<file path="src/rtl/regfile_arbiter_2r_if.sv">
// Bus shared by the two requesters, the arbiter and the register file A/C ports.
// werr exists only when REGFILE_ARB_R0_WPROT_EN is defined.
interface regfile_arbiter_2r_if #(
    parameter int DATA_W = 32,
    parameter int ADDR_W = 4
);
    logic              req0;
    logic              we0;
    logic [ADDR_W-1:0] addr0;
    logic [DATA_W-1:0] wdata0;
    logic              req1;
    logic              we1;
    logic [ADDR_W-1:0] addr1;
    logic [DATA_W-1:0] wdata1;
    logic              gnt0;
    logic              gnt1;
    logic              rvalid0;
    logic              rvalid1;
    logic [DATA_W-1:0] rdata;
    logic [ADDR_W-1:0] a_select;
    logic [DATA_W-1:0] a_data;
    logic [ADDR_W-1:0] c_select;
    logic [DATA_W-1:0] c_data;
    logic              write;
`ifdef REGFILE_ARB_R0_WPROT_EN
    logic              werr;
`endif

    // Arbiter side.
    modport slave (
        input  req0, we0, addr0, wdata0,
        input  req1, we1, addr1, wdata1,
        input  a_data,
        output gnt0, gnt1, rvalid0, rvalid1, rdata,
        output a_select, c_select, c_data, write
`ifdef REGFILE_ARB_R0_WPROT_EN
        , output werr
`endif
    );

    // Requester / register file side.
    modport master (
        output req0, we0, addr0, wdata0,
        output req1, we1, addr1, wdata1,
        output a_data,
        input  gnt0, gnt1, rvalid0, rvalid1, rdata,
        input  a_select, c_select, c_data, write
`ifdef REGFILE_ARB_R0_WPROT_EN
        , input werr
`endif
    );
endinterface

</file>
<file path="src/rtl/regfile_arbiter_2r.sv">
// Two-requester arbiter for the register file A-read / C-write ports, one access per 2 cycles.
// Optional macro REGFILE_ARB_R0_WPROT_EN blocks writes to R0 and flags them on werr.
module regfile_arbiter_2r #(
    parameter int DATA_W     = 32,
    parameter int ADDR_W     = 4,
    parameter int FIXED_PRIO = 0
) (
    input  logic                 in_clk,
    input  logic                 in_clr,
    regfile_arbiter_2r_if.slave  bus
);

    typedef enum logic [1:0] {
        IDLE  = 2'd0,
        READ  = 2'd1,
        WRITE = 2'd2
    } state_t;

    state_t            state;
    state_t            next_state;

    logic              grant;
    logic              win_id;
    logic              win_we;
    logic [ADDR_W-1:0] win_addr;
    logic [DATA_W-1:0] win_wdata;

    // last_gnt points at the most recent winner; op_id is the owner of the op in flight.
    logic              last_gnt;
    logic              op_id;

    logic              gnt0_q;
    logic              gnt1_q;
    logic              rvalid0_q;
    logic              rvalid1_q;
    logic [DATA_W-1:0] rdata_q;
    logic [ADDR_W-1:0] a_select_q;
    logic [ADDR_W-1:0] c_select_q;
    logic [DATA_W-1:0] c_data_q;
`ifdef REGFILE_ARB_R0_WPROT_EN
    logic              werr_q;
`endif

    always_comb begin
        // NOTE: every output of this block gets a default first, so no path infers a latch.
        next_state = state;
        grant      = 1'b0;
        win_id     = 1'b0;
        win_we     = 1'b0;
        win_addr   = '0;
        win_wdata  = '0;
        case (state)
            IDLE: begin
                if (bus.req0 || bus.req1) begin
                    grant = 1'b1;
                    if (bus.req0 && bus.req1) begin
                        win_id = (FIXED_PRIO != 0) ? 1'b0 : ~last_gnt;
                    end else begin
                        win_id = bus.req1;
                    end
                    win_we     = win_id ? bus.we1    : bus.we0;
                    win_addr   = win_id ? bus.addr1  : bus.addr0;
                    win_wdata  = win_id ? bus.wdata1 : bus.wdata0;
                    next_state = win_we ? WRITE : READ;
                end
            end
            READ:    next_state = IDLE;
            WRITE:   next_state = IDLE;
            default: next_state = IDLE;
        endcase
    end

    always_ff @(posedge in_clk) begin
        if (!in_clr) begin
            state      <= IDLE;
            last_gnt   <= 1'b1;
            op_id      <= 1'b0;
            gnt0_q     <= 1'b0;
            gnt1_q     <= 1'b0;
            rvalid0_q  <= 1'b0;
            rvalid1_q  <= 1'b0;
            rdata_q    <= '0;
            a_select_q <= '0;
            c_select_q <= '0;
            c_data_q   <= '0;
`ifdef REGFILE_ARB_R0_WPROT_EN
            werr_q     <= 1'b0;
`endif
        end else begin
            // NOTE: sequential state uses non-blocking assignments so all registers update together.
            state     <= next_state;
            gnt0_q    <= grant & ~win_id;
            gnt1_q    <= grant &  win_id;
            rvalid0_q <= (state == READ) & ~op_id;
            rvalid1_q <= (state == READ) &  op_id;
            if (state == READ) begin
                rdata_q <= bus.a_data;
            end
            // The select/data registers double as the latched op and hold outside their state.
            if (grant) begin
                last_gnt <= win_id;
                op_id    <= win_id;
                if (win_we) begin
                    c_select_q <= win_addr;
                    c_data_q   <= win_wdata;
                end else begin
                    a_select_q <= win_addr;
                end
            end
`ifdef REGFILE_ARB_R0_WPROT_EN
            werr_q <= grant & win_we & (win_addr == '0);
`endif
        end
    end

    assign bus.gnt0     = gnt0_q;
    assign bus.gnt1     = gnt1_q;
    assign bus.rvalid0  = rvalid0_q;
    assign bus.rvalid1  = rvalid1_q;
    assign bus.rdata    = rdata_q;
    assign bus.a_select = a_select_q;
    assign bus.c_select = c_select_q;
    assign bus.c_data   = c_data_q;

    // Gated by in_clr combinationally so a reset landing in WRITE never reaches the file.
`ifdef REGFILE_ARB_R0_WPROT_EN
    assign bus.write = (state == WRITE) & in_clr & (c_select_q != '0);
    assign bus.werr  = werr_q;
`else
    assign bus.write = (state == WRITE) & in_clr;
`endif

endmodule

</file>
<file path="src/flat_wrapper.sv">
// flat-port wrapper written by rule: the top's interface ports become plain ports
module regfile_arbiter_2r_flat 
#(
    parameter int DATA_W     = 32,
    parameter int ADDR_W     = 4,
    parameter int FIXED_PRIO = 0
)
  (in_clk, in_clr, bus_req0, bus_we0, bus_addr0, bus_wdata0, bus_req1, bus_we1, bus_addr1, bus_wdata1, bus_a_data, bus_gnt0, bus_gnt1, bus_rvalid0, bus_rvalid1, bus_rdata, bus_a_select, bus_c_select, bus_c_data, bus_write);
  regfile_arbiter_2r_if #(.DATA_W(DATA_W), .ADDR_W(ADDR_W)) bus_i ();
  input  logic in_clk;
  input  logic in_clr;
  input wire logic [$bits(bus_i.req0)-1:0] bus_req0;
  input wire logic [$bits(bus_i.we0)-1:0] bus_we0;
  input wire logic [$bits(bus_i.addr0)-1:0] bus_addr0;
  input wire logic [$bits(bus_i.wdata0)-1:0] bus_wdata0;
  input wire logic [$bits(bus_i.req1)-1:0] bus_req1;
  input wire logic [$bits(bus_i.we1)-1:0] bus_we1;
  input wire logic [$bits(bus_i.addr1)-1:0] bus_addr1;
  input wire logic [$bits(bus_i.wdata1)-1:0] bus_wdata1;
  input wire logic [$bits(bus_i.a_data)-1:0] bus_a_data;
  output wire logic [$bits(bus_i.gnt0)-1:0] bus_gnt0;
  output wire logic [$bits(bus_i.gnt1)-1:0] bus_gnt1;
  output wire logic [$bits(bus_i.rvalid0)-1:0] bus_rvalid0;
  output wire logic [$bits(bus_i.rvalid1)-1:0] bus_rvalid1;
  output wire logic [$bits(bus_i.rdata)-1:0] bus_rdata;
  output wire logic [$bits(bus_i.a_select)-1:0] bus_a_select;
  output wire logic [$bits(bus_i.c_select)-1:0] bus_c_select;
  output wire logic [$bits(bus_i.c_data)-1:0] bus_c_data;
  output wire logic [$bits(bus_i.write)-1:0] bus_write;
  assign bus_i.req0 = bus_req0;
  assign bus_i.we0 = bus_we0;
  assign bus_i.addr0 = bus_addr0;
  assign bus_i.wdata0 = bus_wdata0;
  assign bus_i.req1 = bus_req1;
  assign bus_i.we1 = bus_we1;
  assign bus_i.addr1 = bus_addr1;
  assign bus_i.wdata1 = bus_wdata1;
  assign bus_i.a_data = bus_a_data;
  assign bus_gnt0 = bus_i.gnt0;
  assign bus_gnt1 = bus_i.gnt1;
  assign bus_rvalid0 = bus_i.rvalid0;
  assign bus_rvalid1 = bus_i.rvalid1;
  assign bus_rdata = bus_i.rdata;
  assign bus_a_select = bus_i.a_select;
  assign bus_c_select = bus_i.c_select;
  assign bus_c_data = bus_i.c_data;
  assign bus_write = bus_i.write;
  regfile_arbiter_2r #(.DATA_W(DATA_W), .ADDR_W(ADDR_W), .FIXED_PRIO(FIXED_PRIO)) u_core (.in_clk(in_clk), .in_clr(in_clr), .bus(bus_i));
endmodule
</file>
<file path="config.mk">
export PLATFORM = sky130hd
export DESIGN_NAME = regfile_arbiter_2r_flat
export DESIGN_NICKNAME = d
export VERILOG_FILES = /design/src/rtl/regfile_arbiter_2r_if.sv /design/src/rtl/regfile_arbiter_2r.sv /design/src/flat_wrapper.sv
export SDC_FILE = /design/constraint.sdc
export NUM_CORES = 1
export LEC_CHECK = 0
export CORE_MARGIN = 5
export CORE_UTILIZATION = 35
export DETAILED_ROUTE_END_ITERATION = 10
export MAX_ROUTING_LAYER = met4
export PLACE_DENSITY = 0.77
export SLEW_MARGIN = 20
export SYNTH_ARGS = -nofsm -noshare
export SYNTH_HDL_FRONTEND = slang
export SYNTH_SLANG_ARGS = --single-unit
</file>
<file path="constraint.sdc">
create_clock -name in_clk -period 3.3 [get_ports in_clk]
set_input_delay 0.99 -clock in_clk [delete_from_list [all_inputs] [get_ports in_clk]]
set_output_delay 0.99 -clock in_clk [all_outputs]
set_load 0.005 [all_outputs]
</file>
After elaboration in Yosys (flattened, before gate mapping)
Cells that the tools add are included.
{"block": "word_totals", "mem_count": 0, "mem_bits_rw": 0, "output_inout_bits": 77, "latch_bits": 0, "inputBits": 110, "mem_bits_ro": 0, "elab_cells": 45, "regBits": 80}
{"block": "classes", "multipliers": 0, "div_mod_pow": 0, "order_cmp": 0, "n_eq_ne": 2, "mux": 17, "bitwise": 9, "n_reduce_logical": 6, "shifts": 0, "addsub": 0}
{"op": "32-bit 2-to-1 mux", "count": 3}
{"op": "4-bit 2-to-1 mux", "count": 3}
{"op": "1-bit 2-to-1 mux", "count": 10}
{"op": "2-bit AND reduction", "count": 3}
{"op": "1-bit AND", "count": 5}
{"op": "1-bit NOT", "count": 4}
{"op": "2-bit by 1-bit equality test with 1-bit output, second input constant", "count": 1}
{"op": "2-bit equality test, second input constant", "count": 1}
{"op": "2-bit zero test", "count": 1}
{"op": "2-bit 2-to-1 mux", "count": 1}
{"op": "1-bit logical AND", "count": 1}
{"op": "1-bit logical OR", "count": 1}

Longest topological paths before layout
{"block": "depth", "ltp_word": 9, "mapped_depth": 6, "ltp_nobuf": 4}

Worst setup path before layout
OpenSTA, ideal clock, no wires.
{"block": "synth_path", "kind": "input port to output port", "startpoint": "in in_clr", "endpoint": "out bus_write", "stages": 3, "required_time_ns": 2.310, "n_path_buf": 2, "arrival_time_ns": 1.597, "setup_slack_ns": 0.713, "cell_sequence": "clkbuf_1 clkbuf_1 and3b_1"}
{"block": "synth_between", "elab_chain_len": 1}
{"item": "from (decl)", "line_no": "flat_wrapper.sv:11", "source": "input logic in_clr;"}
{"item": "1-bit AND", "line_no": "regfile_arbiter_2r.sv:130", "source": "assign bus.write = (state == WRITE) & in_clr;"}
{"item": "to (decl)", "line_no": "flat_wrapper.sv:29", "source": "output wire logic [$bits(bus_i.write)-1:0] bus_write;"}
No other way between the ends.

Worst setup path in the final report
Ends and elaborated chain as after synthesis.

==> flow_summary_export.csv <==
group,metric,value,unit
outcome,status,"completed",
cells_and_area,antennaDiodeCount,0,
global_routing,grt_use_total,17.82,%
clocking,cts.sinks,80,
detailed_routing,viasPerCell,4.964,
detailed_routing,first_pass_iters,4,
timing,slew_violations,0,
clocking,insertion_delay,0.34,ns
global_routing,first_global_vias,3483,
synthesis,synth_cells,394,
clocking,clkTransAtPathRegs,0.08,ns
power,finalPower,2.402,mW
clocking,cts_max_level,3,
detailed_routing,wirelength,10770,um
global_routing,antenna_found_initial,0,
critical_path,critPathLaunchType,"input pin",
power,power.leakage,2.169,nW
flow_run,drv_cap,0,
hold_path,hold_end,"u_core.bus.rvalid0",
global_routing,grt_max_degree,80,
synthesis,ys_seq_area_share,45.26,%
detailed_routing,drtAntennaViolNets,0,
cells_and_area,final_cell_mix,"clkdlybuf4s50_1 (185), dfxtp_1 (80), nand2_1 (66)",
synthesis,yosys_register_bits,80,
global_routing,grt_pass1_wl,17700,um
critical_path,end_kind,"output port",
critical_path,reg2regPathDepth,4,
timing,finalClockSkew,0.01154,ns
clocking,cts_hold_buf,0,
timing,tightestPinTransition,0.8363,ns
timing,finalCritPeriodShare,82.76,%
floorplan,design.core.area,9819,um2
cells_and_area,nets,668,
timing,max_freq,0.3662,GHz
critical_path,crit_type,"in -> out",
floorplan,die_height,110.5,um
critical_path,r2r_start,"u_core.state[1]",
hold_path,min_from,"u_core.op_id",
clocking,cts_setup_buffers,0,
timing,setup_viol,0,
detailed_routing,via_count,3450,
timing,hold_viol_final,0,
floorplan,fp-row-count,36,
detailed_routing,drc,0,
power,ir_worst_vdd,0.0001749,V
synthesis,netlist_area,3538,um2
placement,port_buffers,186,
detailed_routing,routedWlPerCell,15.50,um
clocking,tritoncts,"built",
critical_path,required,2.31,ns
timing,period_minus_slack,2.731,ns
clocking,root_buffer,"clkbuf_8",
timing,setup_tns,0,ns
synthesis,synth_fp_nets,504,
critical_path,cp_cell_sequence,"buf_2, and3b_1, clkdlybuf4s50_1",
critical_path,cpPeakStageDelay,0.51,ns
floorplan,die-area,12220,um2
timing,slew_headroom,44.11,%
floorplan,die_w,110.5,um
floorplan,ios,187,
hold_path,hold_class,"reg -> reg",
clocking,cts_buffers,9,
critical_path,r2r_slack,1.41,ns
timing,rsz0062_at_grt,"false",
critical_path,cp_data_arrival_time,1.74,ns
critical_path,path_max_fanout,2,
cells_and_area,drive_gt1_share,11.39,%
cells_and_area,area_delta_synth_final,60.61,%
hold_path,holdPathStages,1,
clocking,cts_max_path_buffers,2,
critical_path,slowest_stage,"clkdlybuf4s50_1",
synthesis,syn_avg_cell_area,8.981,um2
synthesis,synth_cell_types,26,
power,powerDensity,422.6,nW/um2
detailed_routing,drtIter0Drc,207,
placement,dp_hpwl,7889,um
critical_path,r2r_end,"u_core.bus.c_data[21]",
global_routing,grt_overflow,0,
synthesis,ys.warnings.count,0,
clocking,cts_repair_resize_count,0,
floorplan,start_util,36.03,%
timing,fin_hold_ws,0.4334,ns
placement,gp_congestion,0.7798,
cells_and_area,layout_commonest_cell,"clkdlybuf4s50_1",
[state kept, by name, summed over array words and instances (netlist names)]
register / cells
u_core.bus.rvalid1: 1
u_core.op_id: 1
u_core.bus.gnt0: 1
u_core.bus.rvalid0: 1
u_core.bus.rdata: 32
u_core.state: 2
u_core.bus.c_select: 4
u_core.bus.gnt1: 1
u_core.bus.c_data: 32
u_core.last_gnt: 1
u_core.bus.a_select: 4
[synth_stat cells]
library cell | count | share of area (%)
a31oi_1 | 36 | 6.4
and3_1 | 4 | 0.71
nand3_1 | 4 | 0.57
nand2b_1 | 1 | 0.18
nor2_1 | 4 | 0.42
a22oi_1 | 1 | 0.21
clkbuf_1 | 30 | 3.2
nor3b_1 | 36 | 7.6
nand2_1 | 66 | 7.0
a21boi_0 | 32 | 6.8
buf_2 | 5 | 0.71
buf_4 | 4 | 0.85
a21boi_1 | 1 | 0.21
o221a_2 | 36 | 11
mux2i_1 | 4 | 1.1
o21a_1 | 1 | 0.21
nor2b_1 | 2 | 0.35
inv_1 | 36 | 3.8
and2_1 | 1 | 0.18
o211a_1 | 4 | 1.1
nor2_4 | 1 | 0.32
and3b_1 | 1 | 0.25
mux2i_4 | 1 | 0.64
o21ai_0 | 2 | 0.28
dfxtp_1 | 80 | 45
a21oi_1 | 1 | 0.14
[worst max-delay path, delay by kind of cell]
kind                   cells  cell delay [ns]
and+or+nand+nor            1             0.15
buffers and inverters      2             0.60
[worst max-delay path by stage]
stage	to	depth (start not counted)	startpoint	slack, ns
global route	u_core.bus.c_data[21]	5	bus_req1	0.46
global placement	u_core.bus.c_data[6]	5	bus_req1	0.31
floorplan	bus_write	3	in_clr	0.71
finish	bus_write	3	in_clr	0.57
CTS	bus_write	3	in_clr	0.56
detailed placement	u_core.bus.c_data[11]	5	bus_req1	0.26
[metrics by stage]
step | instance area (um2) | std cells | utilization (%) | setup slack [ns]
after floorplan | 3538 | 394 | - | 0.7126
after global placement | 5477 | 680 | 55.77 | 0.3130
after detailed placement | 5477 | 680 | 55.77 | 0.2560
after CTS | 5680 | 695 | 57.85 | 0.5638
after global routing | 5683 | 695 | 57.87 | 0.4614
final | 5683 | 695 | 57.87 | 0.5690
[cell families after synthesis]
| logic type | Yosys count | share of synthesized area (%) |
|---|---|---|
| buf+inv | 75 | 8.557 |
| flops | 80 | 45.26 |
| simple gates | 120 | 17.61 |
| compound gates | 114 | 26.80 |
| mux | 5 | 1.768 |
[per-layer routing]
| layer | wire length [um] | vias to the layer above | GRT usage [%] |
|---|---|---|---|
| met5 | 0 | - | - |
| met4 | 115 | 0 | 5.172 |
| met3 | 710 | 10 | 5.416 |
| met2 | 5163 | 133 | 29.41 |
| met1 | 4781 | 1583 | 20.98 |
| li1 | - | 1724 | - |
[layout make-up]
type                    instances  area, um2
well taps                     133      166.4
repair buffers                192       1914
clock buffers                  11      151.4
inverters                      36      135.1
clock inverters                 4      52.55
fillers                       902       4136
flip-flops and latches         80       1602
multi-input cells             239       1662
[power by group]
group	internal (mW)	total (mW)	switching [mW]	leakage [nW]
sequential	1.05	1.09	0.0429	0.656
combinational	0.354	0.580	0.226	1.41
clock	0.390	0.733	0.344	0.106
total	1.79	2.40	0.613	2.17
Power figures use the tool's default switching activity.
